### config.mk
export PLATFORM = sky130hd
export DESIGN_NAME = date_counter
export DESIGN_NICKNAME = d
export VERILOG_FILES = /design/src/rtl/date_pkg.sv /design/src/rtl/date_mod400_reducer.sv /design/src/rtl/date_counter.sv
export SDC_FILE = /design/constraint.sdc
export NUM_CORES = 1
export LEC_CHECK = 0
export CAP_MARGIN = 15
export CELL_PAD_IN_SITES_DETAIL_PLACEMENT = 1
export CELL_PAD_IN_SITES_GLOBAL_PLACEMENT = 1
export CORE_MARGIN = 5
export CORE_UTILIZATION = 44
export DETAILED_ROUTE_END_ITERATION = 10
export PLACE_DENSITY_LB_ADDON = 0.1
export SLEW_MARGIN = 20
export SYNTH_ARGS = -nofsm -noshare
export SYNTH_HDL_FRONTEND = slang
export SYNTH_SLANG_ARGS = --single-unit
### constraint.sdc
create_clock -name Clk -period 5.2 [get_ports Clk]
set_input_delay 0.52 -clock Clk [delete_from_list [all_inputs] [get_ports Clk]]
set_output_delay 0.52 -clock Clk [all_outputs]
set_load 0.02 [all_outputs]
### src/rtl/date_pkg.sv
// Calendar constants and helpers shared by the date register, the day-of-week stage and bench models.
package date_pkg;

    localparam int unsigned MONTH_MAX = 12;
    localparam int unsigned Y400      = 400;
    localparam int unsigned DAY_W     = 7;
    localparam int unsigned MON_W     = 7;
    localparam int unsigned YEAR_W    = 15;
    localparam int unsigned RES_W     = 9;

    typedef enum logic [1:0] {
        ST_IDLE,
        ST_REDUCE,
        ST_CHECK
    } load_state_e;

    // Out-of-range months return 31; callers validate the month separately.
    function automatic logic [DAY_W-1:0] days_in_month(input logic [MON_W-1:0] month,
                                                       input logic leap);
        logic [DAY_W-1:0] dim;
        case (month)
            7'd4, 7'd6, 7'd9, 7'd11: dim = 7'd30;
            7'd2:                    dim = 7'd28 + {6'd0, leap};
            default:                 dim = 7'd31;
        endcase
        return dim;
    endfunction

    function automatic logic is_leap(input logic [1:0] year_lo2,
                                     input logic [RES_W-1:0] res400);
        return (year_lo2 == 2'd0) && (res400 != 9'd100) &&
               (res400 != 9'd200) && (res400 != 9'd300);
    endfunction

endpackage

### src/rtl/date_mod400_reducer.sv
// Iterative year-mod-400 reduction: one subtraction of 400 per cycle until the residue drops below 400.
module date_mod400_reducer
    import date_pkg::*;
(
    input  logic              clk_i,
    input  logic              rst_i,
    input  logic              start_i,
    input  logic [YEAR_W-1:0] year_i,
    output logic              done_o,
    output logic [RES_W-1:0]  r_o
);

    logic              active_q, active_d;
    logic [YEAR_W-1:0] r_q, r_d;
    logic              ge400;

    assign ge400 = {1'b0, r_q} >= 16'(Y400);
    assign r_o   = r_q[RES_W-1:0];

    always_comb begin
        active_d = active_q;
        r_d      = r_q;
        done_o   = 1'b0;
        if (start_i) begin
            r_d      = year_i;
            active_d = 1'b1;
        end else if (active_q) begin
            if (ge400) begin
                r_d = r_q - YEAR_W'(Y400);
            end else begin
                active_d = 1'b0;
                done_o   = 1'b1;
            end
        end
    end

    always_ff @(posedge clk_i or posedge rst_i) begin
        if (rst_i) begin
            active_q <= 1'b0;
            r_q      <= '0;
        end else begin
            active_q <= active_d;
            r_q      <= r_d;
        end
    end

endmodule

### src/rtl/date_counter.sv
// Calendar date register: advances one day per DayTick and accepts validated loads via a req/busy/done handshake.
module date_counter
    import date_pkg::*;
#(
    parameter int unsigned YEAR_MAX   = 32767,
    parameter int unsigned RESET_YEAR = 1
) (
    input  logic              Clk,
    input  logic              Reset,
    input  logic              DayTick,
    input  logic              SetReq,
    input  logic [DAY_W-1:0]  SetDays,
    input  logic [MON_W-1:0]  SetMonths,
    input  logic [YEAR_W-1:0] SetYears,
    output logic [DAY_W-1:0]  days,
    output logic [MON_W-1:0]  months,
    output logic [YEAR_W-1:0] years,
    output logic              ClkLeap,
    output logic              Busy,
    output logic              SetDone,
    output logic              SetErr,
    output logic              YearWrap
);

    localparam logic [YEAR_W-1:0] YMAX       = YEAR_W'(YEAR_MAX);
    localparam logic [YEAR_W-1:0] RST_YEAR   = YEAR_W'(RESET_YEAR);
    localparam int unsigned       RST_RES    = RESET_YEAR % Y400;
    localparam logic [RES_W-1:0]  RST_Y400   = RES_W'(RST_RES);
    localparam logic              RST_LEAP   = ((RESET_YEAR % 4) == 0) && (RST_RES != 100) &&
                                               (RST_RES != 200) && (RST_RES != 300);

    load_state_e       state_q, state_d;
    logic [DAY_W-1:0]  days_q, days_d;
    logic [MON_W-1:0]  mon_q, mon_d;
    logic [YEAR_W-1:0] year_q, year_d;
    logic [RES_W-1:0]  y400_q, y400_d;
    logic              leap_q, leap_d;
    logic [DAY_W-1:0]  sd_q, sd_d;
    logic [MON_W-1:0]  sm_q, sm_d;
    logic [YEAR_W-1:0] sy_q, sy_d;
    logic              done_q, done_d;
    logic              err_q, err_d;
    logic              wrap_q, wrap_d;

    logic              red_start;
    logic              red_done;
    logic [RES_W-1:0]  red_r;
    logic              chk_leap;
    logic              chk_valid;
    logic [RES_W-1:0]  y400_inc;

    date_mod400_reducer u_reducer (
        .clk_i   (Clk),
        .rst_i   (Reset),
        .start_i (red_start),
        .year_i  (SetYears),
        .done_o  (red_done),
        .r_o     (red_r)
    );

    assign chk_leap  = is_leap(sy_q[1:0], red_r);
    assign chk_valid = (sm_q >= 7'd1) && (sm_q <= MON_W'(MONTH_MAX)) &&
                       (sd_q >= 7'd1) && (sd_q <= days_in_month(sm_q, chk_leap)) &&
                       (sy_q >= 15'd1) && (sy_q <= YMAX);
    assign y400_inc  = (y400_q == 9'd399) ? '0 : y400_q + 9'd1;

    always_comb begin
        state_d   = state_q;
        days_d    = days_q;
        mon_d     = mon_q;
        year_d    = year_q;
        y400_d    = y400_q;
        leap_d    = leap_q;
        sd_d      = sd_q;
        sm_d      = sm_q;
        sy_d      = sy_q;
        done_d    = 1'b0;
        err_d     = 1'b0;
        wrap_d    = 1'b0;
        red_start = 1'b0;

        case (state_q)
            ST_IDLE: begin
                if (DayTick) begin
                    if (days_q < days_in_month(mon_q, leap_q)) begin
                        days_d = days_q + 7'd1;
                    end else if (mon_q < MON_W'(MONTH_MAX)) begin
                        days_d = 7'd1;
                        mon_d  = mon_q + 7'd1;
                    end else if (year_q == YMAX) begin
                        days_d = 7'd1;
                        mon_d  = 7'd1;
                        year_d = 15'd1;
                        y400_d = 9'd1;
                        leap_d = 1'b0;
                        wrap_d = 1'b1;
                    end else begin
                        days_d = 7'd1;
                        mon_d  = 7'd1;
                        year_d = year_q + 15'd1;
                        y400_d = y400_inc;
                        leap_d = is_leap(year_d[1:0], y400_inc);
                    end
                end
                // A simultaneous tick still lands; the load result overwrites it at CHECK.
                if (SetReq) begin
                    sd_d      = SetDays;
                    sm_d      = SetMonths;
                    sy_d      = SetYears;
                    red_start = 1'b1;
                    state_d   = ST_REDUCE;
                end
            end
            ST_REDUCE: begin
                if (red_done) begin
                    state_d = ST_CHECK;
                end
            end
            ST_CHECK: begin
                state_d = ST_IDLE;
                if (chk_valid) begin
                    days_d = sd_q;
                    mon_d  = sm_q;
                    year_d = sy_q;
                    y400_d = red_r;
                    leap_d = chk_leap;
                    done_d = 1'b1;
                end else begin
                    err_d  = 1'b1;
                end
            end
            default: state_d = ST_IDLE;
        endcase
    end

    always_ff @(posedge Clk or posedge Reset) begin
        if (Reset) begin
            state_q <= ST_IDLE;
            days_q  <= 7'd1;
            mon_q   <= 7'd1;
            year_q  <= RST_YEAR;
            y400_q  <= RST_Y400;
            leap_q  <= RST_LEAP;
            sd_q    <= '0;
            sm_q    <= '0;
            sy_q    <= '0;
            done_q  <= 1'b0;
            err_q   <= 1'b0;
            wrap_q  <= 1'b0;
        end else begin
            state_q <= state_d;
            days_q  <= days_d;
            mon_q   <= mon_d;
            year_q  <= year_d;
            y400_q  <= y400_d;
            leap_q  <= leap_d;
            sd_q    <= sd_d;
            sm_q    <= sm_d;
            sy_q    <= sy_d;
            done_q  <= done_d;
            err_q   <= err_d;
            wrap_q  <= wrap_d;
        end
    end

    assign days     = days_q;
    assign months   = mon_q;
    assign years    = year_q;
    assign ClkLeap  = leap_q;
    assign Busy     = (state_q != ST_IDLE);
    assign SetDone  = done_q;
    assign SetErr   = err_q;
    assign YearWrap = wrap_q;

endmodule

==> parameters.txt, run 1 <==
Parameter                              Value

Run status
  Status    finished, final reports clean

Clock network
  # H-tree levels    3
  # hold bufs at CTS    0
  Clock tree from TritonCTS    yes
  Buffer count from post-CTS setup fixing    0
  Insertion delay of the later-clocked pin in the worst-skew pair    between 0.3 and 0.4 ns
  Clock-pin slew on the worst setup and hold paths    roughly 0.07 ns
  Sinks on Clock Net    89
  Post-cts gate resize count    0
  Number of buffers created by CTS    9
  Cell chosen for the clock root    clkbuf_16
  Number of buffers between clock root and the deepest sink    2

Layout
  Number of fill cells    between 1000 and 1500
  Layout area overhead    21.57%
  Inserted Diodes    0
  Final layout net count    668
  Proportion of layout cells with a drive suffix above 1    5.920%
  Core utilization of the finished layout    between 50% and 60%

Placement
  Estimated wirelength of the detail-placed design    10.98 mm
  RD Place Congestion    about 0.86
  Number of buffer cells added on primary ports    66

Min path
  HP Start    sm_q[6]
  Terminating pin of the worst hold path    sm_q[6]
  Hold Crit Class    flop to flop
  Hold Path Stages    2

Synth
  Number of enable flip-flop cells after synthesis    0
  Synth Warn #    0
  Post-synthesis area per instance    approximately 8.7 µm²
  Number of distinct library cells after synthesis    63
  Total of flip-flops plus latches after synthesis    89
  Syn nets    between 600 and 700
  Sequential cell area fraction in the yosys report    roughly 45%
  Async SR Flop Fraction    100.0%
  Commonest register cell after synthesis    dfrtp_1
  Synthesized area    around 0.005 mm²
  Synth Instances    about 570

Critical path
  Longest individual stage delay on the worst path    0.56 ns
  Capturing point of the worst reg2reg path    years[0]
  Register-to-Register Path Depth    13
  Critical path launch point type    flop
  Cell-by-cell listing of the critical path    inv_1, ha_1, nand4_1, o21ai_1, a311o_1, a21oi_1, ha_1, nor2b_1, o211ai_1, and4bb_1, nand2b_1, and2_1, mux2_4
  Cell with the biggest individual delay on the critical path    and2_1
  Type of the worst setup path    flop to flop
  Gate family responsible for the most delay along the worst path    simple AND/OR/NAND/NOR gates
  CP Capture Type    flop
  Flop2flop setup slack    approximately 1.7 ns
  Worst reg2reg path startpoint    u_reducer.r_q[4]
  Data arrival, critical path    about 3.8 ns
  Buf+Inv Stages, Crit Path    1
  Most common cell on crit path    ha_1
  Crit Path Max Fanout    15
  Critical Path RT    between 5 and 6 ns

Drt
  Routed len/inst    20.50 µm
  Remaining design rule violation count    0
  First-iteration detailed-routing DRC count    270
  Avg Vias per Cell    between 6 and 7
  Detailed-route via count    approximately 4600
  Total iterations of the first detailed-routing run    5
  Total length of routed wires    approximately 16 mm
  Antenna-violating nets left    0

Timing
  Post-Route Hold Slack    0.4852 ns
  Unrepaired setup endpoints after global routing    false
  Final cycle utilization of the critical path    roughly two thirds
  Number of max-slew violations in the final report    0
  Worst slew pin tran    slightly below 1 ns
  Total count of hold-check failures in the final report    0
  # setup viols final    0
  Sum of negative setup slack    0 ns
  Min Clock Period, post-route    between 3 and 4 ns
  Worst clock skew    around 0.0074 ns
  Rel. slew slack    between 30% and 40%
  Fmax    approximately 0.28 GHz

Pwr
  Peak ir drop on the vdd network    0.0001519 V
  Overall power consumption    around 1.5 mW
  Leakage    2.756 nW
  Power density over the cells    approximately 240 mW/mm²

Floorplanning
  Die Outline Area    between 0.01 and 0.015 mm²
  Top-level port count    67
  Vert. Die Dim    about 120 µm
  Area of the core    roughly 0.011 mm²
  Row count    38
  Horizontal die dimension    approximately 120 µm
  Starting density of the core    a little under half

Global route
  Wire length of the first global-routing pass    about 26 mm
  All-Layer GR Usage    ~25%
  Antenna violations before repair    0
  Total global routing overflow    0
  Maximum number of pins on one net before global-route repair    51
  Via count of the first global-routing pass    about 5000

Flow run
  Max-cap check violation count    0
## how the worst max path moves through the flow
stage	start	to	slack, ns	cells past startpoint
3_3_place_gp	u_reducer.r_q[6]	years[0]	1.85	12
2_1_floorplan	u_reducer.r_q[6]	y400_q[0]	2.23	16
3_5_place_dp	u_reducer.r_q[4]	years[0]	1.67	13
5_1_grt	u_reducer.r_q[6]	months[4]	1.39	13
6_report	u_reducer.r_q[4]	years[0]	1.66	13
4_1_cts	u_reducer.r_q[4]	years[0]	1.63	13
## cell usage after synthesis, types with 5 or more instances
cell | count | area, µm²
and3_1 | 8 | 50.05
clkbuf_1 | 26 | 97.59
nand3_1 | 33 | 165.2
nand2_1 | 135 | 506.7
o21ai_1 | 14 | 70.07
a22oi_1 | 6 | 45.04
a21oi_1 | 24 | 120.1
a31oi_1 | 13 | 81.33
nor4_1 | 7 | 43.79
o31ai_1 | 5 | 37.54
nand2b_1 | 5 | 31.28
inv_1 | 21 | 78.83
a32oi_1 | 5 | 43.79
nor3_1 | 11 | 55.05
nand4_1 | 10 | 62.56
xor2_1 | 9 | 78.83
and2_1 | 6 | 37.54
ha_1 | 15 | 187.7
dfrtp_1 | 85 | 2127
o211ai_1 | 12 | 90.09
o21ai_0 | 11 | 55.05
nor2_1 | 22 | 82.58
nor4b_1 | 5 | 43.79
o2bb2ai_1 | 12 | 105.1
## cell type report
class                      instances  area, µm²  share of cell area, %
inverter                          21      80.08                  1.322
sequential                        89       2232                  36.85
clock buffer                      12      266.5                  4.400
tap                              140      175.2                  2.892
timing repair buffer              71      698.2                  11.53
clock inverter                     4      73.82                  1.219
multi-input combinational        428       2531                  41.79
## layout by cell type, fill, tap and decap left out, types with 6 or more instances in the layout
cell type	netlist	routed
a21oi_1	24	24
a22oi_1	6	6
a31oi_1	13	11
and2_1	6	6
and3_1	8	8
clkbuf_16	0	9
clkdlybuf4s50_1	0	66
dfrtp_1	85	85
ha_1	15	15
inv_1	21	20
nand2_1	135	134
nand3_1	33	33
nand4_1	10	10
nor2_1	22	22
nor3_1	11	11
nor4_1	7	7
o211ai_1	12	12
o21ai_0	11	11
o21ai_1	14	14
o2bb2ai_1	12	12
xor2_1	9	9
## cells by family (layout without fill, tap and decap cells)
family	Yosys count	count (layout)	share of synthesized area [%]
muxes	7	7	1.632
and+or+nand+nor	268	268	25.74
DFF	89	89	44.80
AOI/OAI and AO/OA	127	127	17.38
xor gates and xnor gates	11	11	1.934
buffers and inverters	56	108	4.746
adders and majority gates	15	15	3.767
## layer usage
metal  GRT usage, %  vias up  share of wire, %
li1               -     2143                 -
met1          33.85     2313                45
met2          39.44      115                48
met3          4.404       20               5.4
met4          7.811        0               1.6
met5              0        -                 0
## state kept, by name, indices dropped and copies added (netlist names), 2 cells and up
register,count
sm_q,7
days,7
y400_q,9
state_q,2
u_reducer.r_q,15
years,15
sd_q,7
sy_q,15
months,7
## power by group
part           switching [mW]  internal (mW)
Clock                   0.286          0.461
Sequential                  0          0.692
Combinational          0.0174         0.0216
## through the flow
step / worst slack, ns / instance area (µm²) / std cells
after global routing: 1.392 / 6057 / 765
after CTS: 1.629 / 6055 / 765
after detailed placement: 1.671 / 5714 / 749
final: 1.660 / 6057 / 765
after floorplan: 2.235 / 4982 / 573
after global placement: 1.847 / 5714 / 749
## tightest hold or removal path: cells and delay by family (launching register included)
kind / cells / cell delay, ns
simple gates: 2 / 0.10
flops: 1 / 0.35
(Power assumes the default switching activity.)
==> inputs of run 2 (changes only) <==
- CORE_UTILIZATION: 44 -> 42
- clock period: 5.2 -> 3.7 ns (I/O delays scaled with it)
==> parameters.txt, run 2 (same netlist as run 1, synthesis figures left out) <==
Parameter                              Value

Timing
  Unrepaired setup endpoints after global routing    false (unchanged)
  Worst clock skew    0.009032 ns (was 0.007413 ns)
  Worst slew pin tran    1.021 ns (was 0.9629 ns)
  Total count of hold-check failures in the final report    0 (unchanged)
  Min Clock Period, post-route    3.212 ns (was 3.540 ns)
  Rel. slew slack    31.74% (was 35.60%)
  Fmax    0.3114 GHz (was 0.2825 GHz)
  Sum of negative setup slack    0 ns (unchanged)
  Number of max-slew violations in the final report    0 (unchanged)
  Final cycle utilization of the critical path    86.80% (was 68.07%)
  # setup viols final    0 (unchanged)

Clock network
  # hold bufs at CTS    0 (unchanged)
  Clock tree from TritonCTS    yes (unchanged)
  Clock-pin slew on the worst setup and hold paths    0.07 ns (about the same)
  # H-tree levels    3 (unchanged)
  Cell chosen for the clock root    clkbuf_16 (unchanged)
  Insertion delay of the later-clocked pin in the worst-skew pair    0.35 ns (about the same)
  Sinks on Clock Net    89 (unchanged)
  Post-cts gate resize count    0 (unchanged)
  Number of buffers created by CTS    9 (unchanged)
  Number of buffers between clock root and the deepest sink    2 (unchanged)
  Buffer count from post-CTS setup fixing    0 (unchanged)

Floorplanning
  Area of the core    0.01152 mm² (was 0.01098 mm²)
  Die Outline Area    0.01414 mm² (was 0.01355 mm²)
  Row count    39 (was 38)
  Vert. Die Dim    118.9 µm (was 116.4 µm)
  Starting density of the core    43.26% (was 45.36%)
  Horizontal die dimension    118.9 µm (was 116.4 µm)
  Top-level port count    67 (unchanged)

Layout
  Proportion of layout cells with a drive suffix above 1    6.508% (was 5.920%)
  Post-route cell area    0.006091 mm² (was 0.006057 mm²)
  Inserted Diodes    0 (unchanged)
  Commonest non-fill, non-tap cells in the layout    135 x nand2_1, 85 x dfrtp_1, 66 x clkdlybuf4s50_1 (was 134 x nand2_1, 85 x dfrtp_1, 66 x clkdlybuf4s50_1)
  Final layout net count    674 (was 668)
  Layout area overhead    22.25% (was 21.57%)
  Core utilization of the finished layout    52.89% (was 55.15%)
  Most frequent standard cell in the layout excluding fill and tap cells    nand2_1 (unchanged)

Critical path
  Register-to-Register Path Depth    11 (was 13)
  Critical path launch point type    flop (unchanged)
  Capturing point of the worst reg2reg path    months[5] (was years[0])
  Gate family responsible for the most delay along the worst path    simple AND/OR/NAND/NOR gates (unchanged)
  Worst reg2reg path startpoint    months[0] (was u_reducer.r_q[4])
  Cell-by-cell listing of the critical path    inv_1, ha_1, and4_1, ha_1, o2111a_1, o31ai_1, a31o_2, a31oi_2, buf_4, nand2_1, and2_1 (was inv_1, ha_1, nand4_1, o21ai_1, a311o_1, a21oi_1, ha_1, nor2b_1, o211ai_1, and4bb_1, nand2b_1, and2_1, mux2_4)
  Type of the worst setup path    flop to flop (unchanged)
  Longest individual stage delay on the worst path    0.58 ns (was 0.56 ns)
  Buf+Inv Stages, Crit Path    2 (was 1)
  Cell depth of the worst setup path    11 (was 13)
  Crit Path Max Fanout    24 (was 15)
  Data arrival, critical path    3.45 ns (was 3.82 ns)
  Most common cell on crit path    ha_1 (unchanged)
  Critical Path RT    3.94 ns (was 5.48 ns)
  CP Capture Type    flop (unchanged)
  Cell with the biggest individual delay on the critical path    dfstp_2 (was and2_1)
  Flop2flop setup slack    0.49 ns (was 1.66 ns)

Pwr
  Leakage    2.779 nW (was 2.756 nW)
  Overall power consumption    2.002 mW (was 1.478 mW)
  Peak ir drop on the vdd network    0.0001710 V (was 0.0001519 V)
  Reported net switching power    0.4039 mW (was 0.3032 mW)
  Share of total power in the clock network    48.6% (was 50.5%)
  Switching power share of the total    20.18% (was 20.52%)
  Power density over the cells    328.6 mW/mm² (was 244.0 mW/mm²)
  Logic gate share of total power    2.8% (was 2.6%)
  Share of total power in sequential cells    48.6% (was 46.8%)
  Internal portion of total power    1.598 mW (was 1.175 mW)

Drt
  First-iteration detailed-routing DRC count    303 (was 270)
  Remaining design rule violation count    0 (unchanged)
  Antenna-violating nets left    0 (unchanged)
  Detailed-route via count    4610 (was 4591)
  Avg Vias per Cell    5.964 (was 6.001)
  Total iterations of the first detailed-routing run    6 (was 5)
  Total length of routed wires    15.65 mm (was 15.69 mm)
  Routed len/inst    20.25 µm (was 20.50 µm)

Run status
  Status    finished, final reports clean (unchanged)

Global route
  Wire length of the first global-routing pass    26.08 mm (was 26.05 mm)
  Total global routing overflow    0 (unchanged)
  Via count of the first global-routing pass    4937 (was 4988)
  All-Layer GR Usage    22.75% (was 24.56%)
  Antenna violations before repair    0 (unchanged)
  Maximum number of pins on one net before global-route repair    50 (was 51)

Min path
  HP Start    sm_q[5] (was sm_q[6])
  Hold Crit Class    flop to flop (unchanged)
  Hold Path Stages    2 (unchanged)
  Terminating pin of the worst hold path    sm_q[5] (was sm_q[6])

Placement
  Number of buffer cells added on primary ports    66 (unchanged)
  Instance area after placement    0.005776 mm² (was 0.005714 mm²)
  Estimated wirelength of the detail-placed design    11.20 mm (was 10.98 mm)
  RD Place Congestion    0.9194 (was 0.8580)

Flow run
  Max-cap check violation count    0 (unchanged)
## run 2: worst max path at each step
stage	start	end	slack [ns]
6_report	months[0]	months[5]	0.49
4_1_cts	months[0]	months[5]	0.48
3_3_place_gp	months[0]	months[5]	0.66
3_5_place_dp	u_reducer.r_q[6]	months[5]	0.54
5_1_grt	u_reducer.r_q[6]	months[5]	0.26
2_1_floorplan	u_reducer.r_q[6]	y400_q[0]	0.73
## run 2: worst register-to-register path, cell delays in order (launching register included)
cell and delay, ns:
dfstp_2 0.58, inv_1 0.09, ha_1 0.23, and4_1 0.20, ha_1 0.27, o2111a_1 0.17, o31ai_1 0.07, a31o_2 0.27
a31oi_2 0.22, buf_4 0.32, nand2_1 0.38, and2_1 0.30
## run 2: metrics by stage
stage	hold slack (ns)	cells	setup slack (ns)
detailed placement	0.4636	758	0.5399
CTS	0.4743	773	0.4801
global route	0.5260	773	0.2612
global placement	0.4549	758	0.6557
finish	0.4698	773	0.4884
floorplan	0.4374	573	0.7347
## run 2: routing by layer
| layer | vias up | GRT usage, % | routed length, µm |
|---|---|---|---|
| met1 | 2315 | 31.36 | 7320 |
| met4 | 0 | 6.662 | 231 |
| met3 | 20 | 3.934 | 822 |
| met5 | - | 0 | 0 |
| li1 | 2159 | - | - |
| met2 | 116 | 36.94 | 7279 |
## run 2: final cells by class
class / instances / area [µm²]
repair buffers: 77 / 755.7
clock buffers: 13 / 280.3
clock inverters: 2 / 35.03
flip-flops and latches: 89 / 2232
well taps: 143 / 178.9
multi-input cells: 428 / 2529
inverters: 21 / 80.08
fillers: 1369 / 5425
## run 2: power by group through the flow
stage	Clock [mW]	Sequential, mW	Combinational, mW
global placement	0	0.991	0.0575
CTS	0.990	0.973	0.0583
detailed placement	0	0.991	0.0581
floorplan	0	0.991	0.0145
global route	1.03	0.972	0.0624
finish	0.972	0.973	0.0564
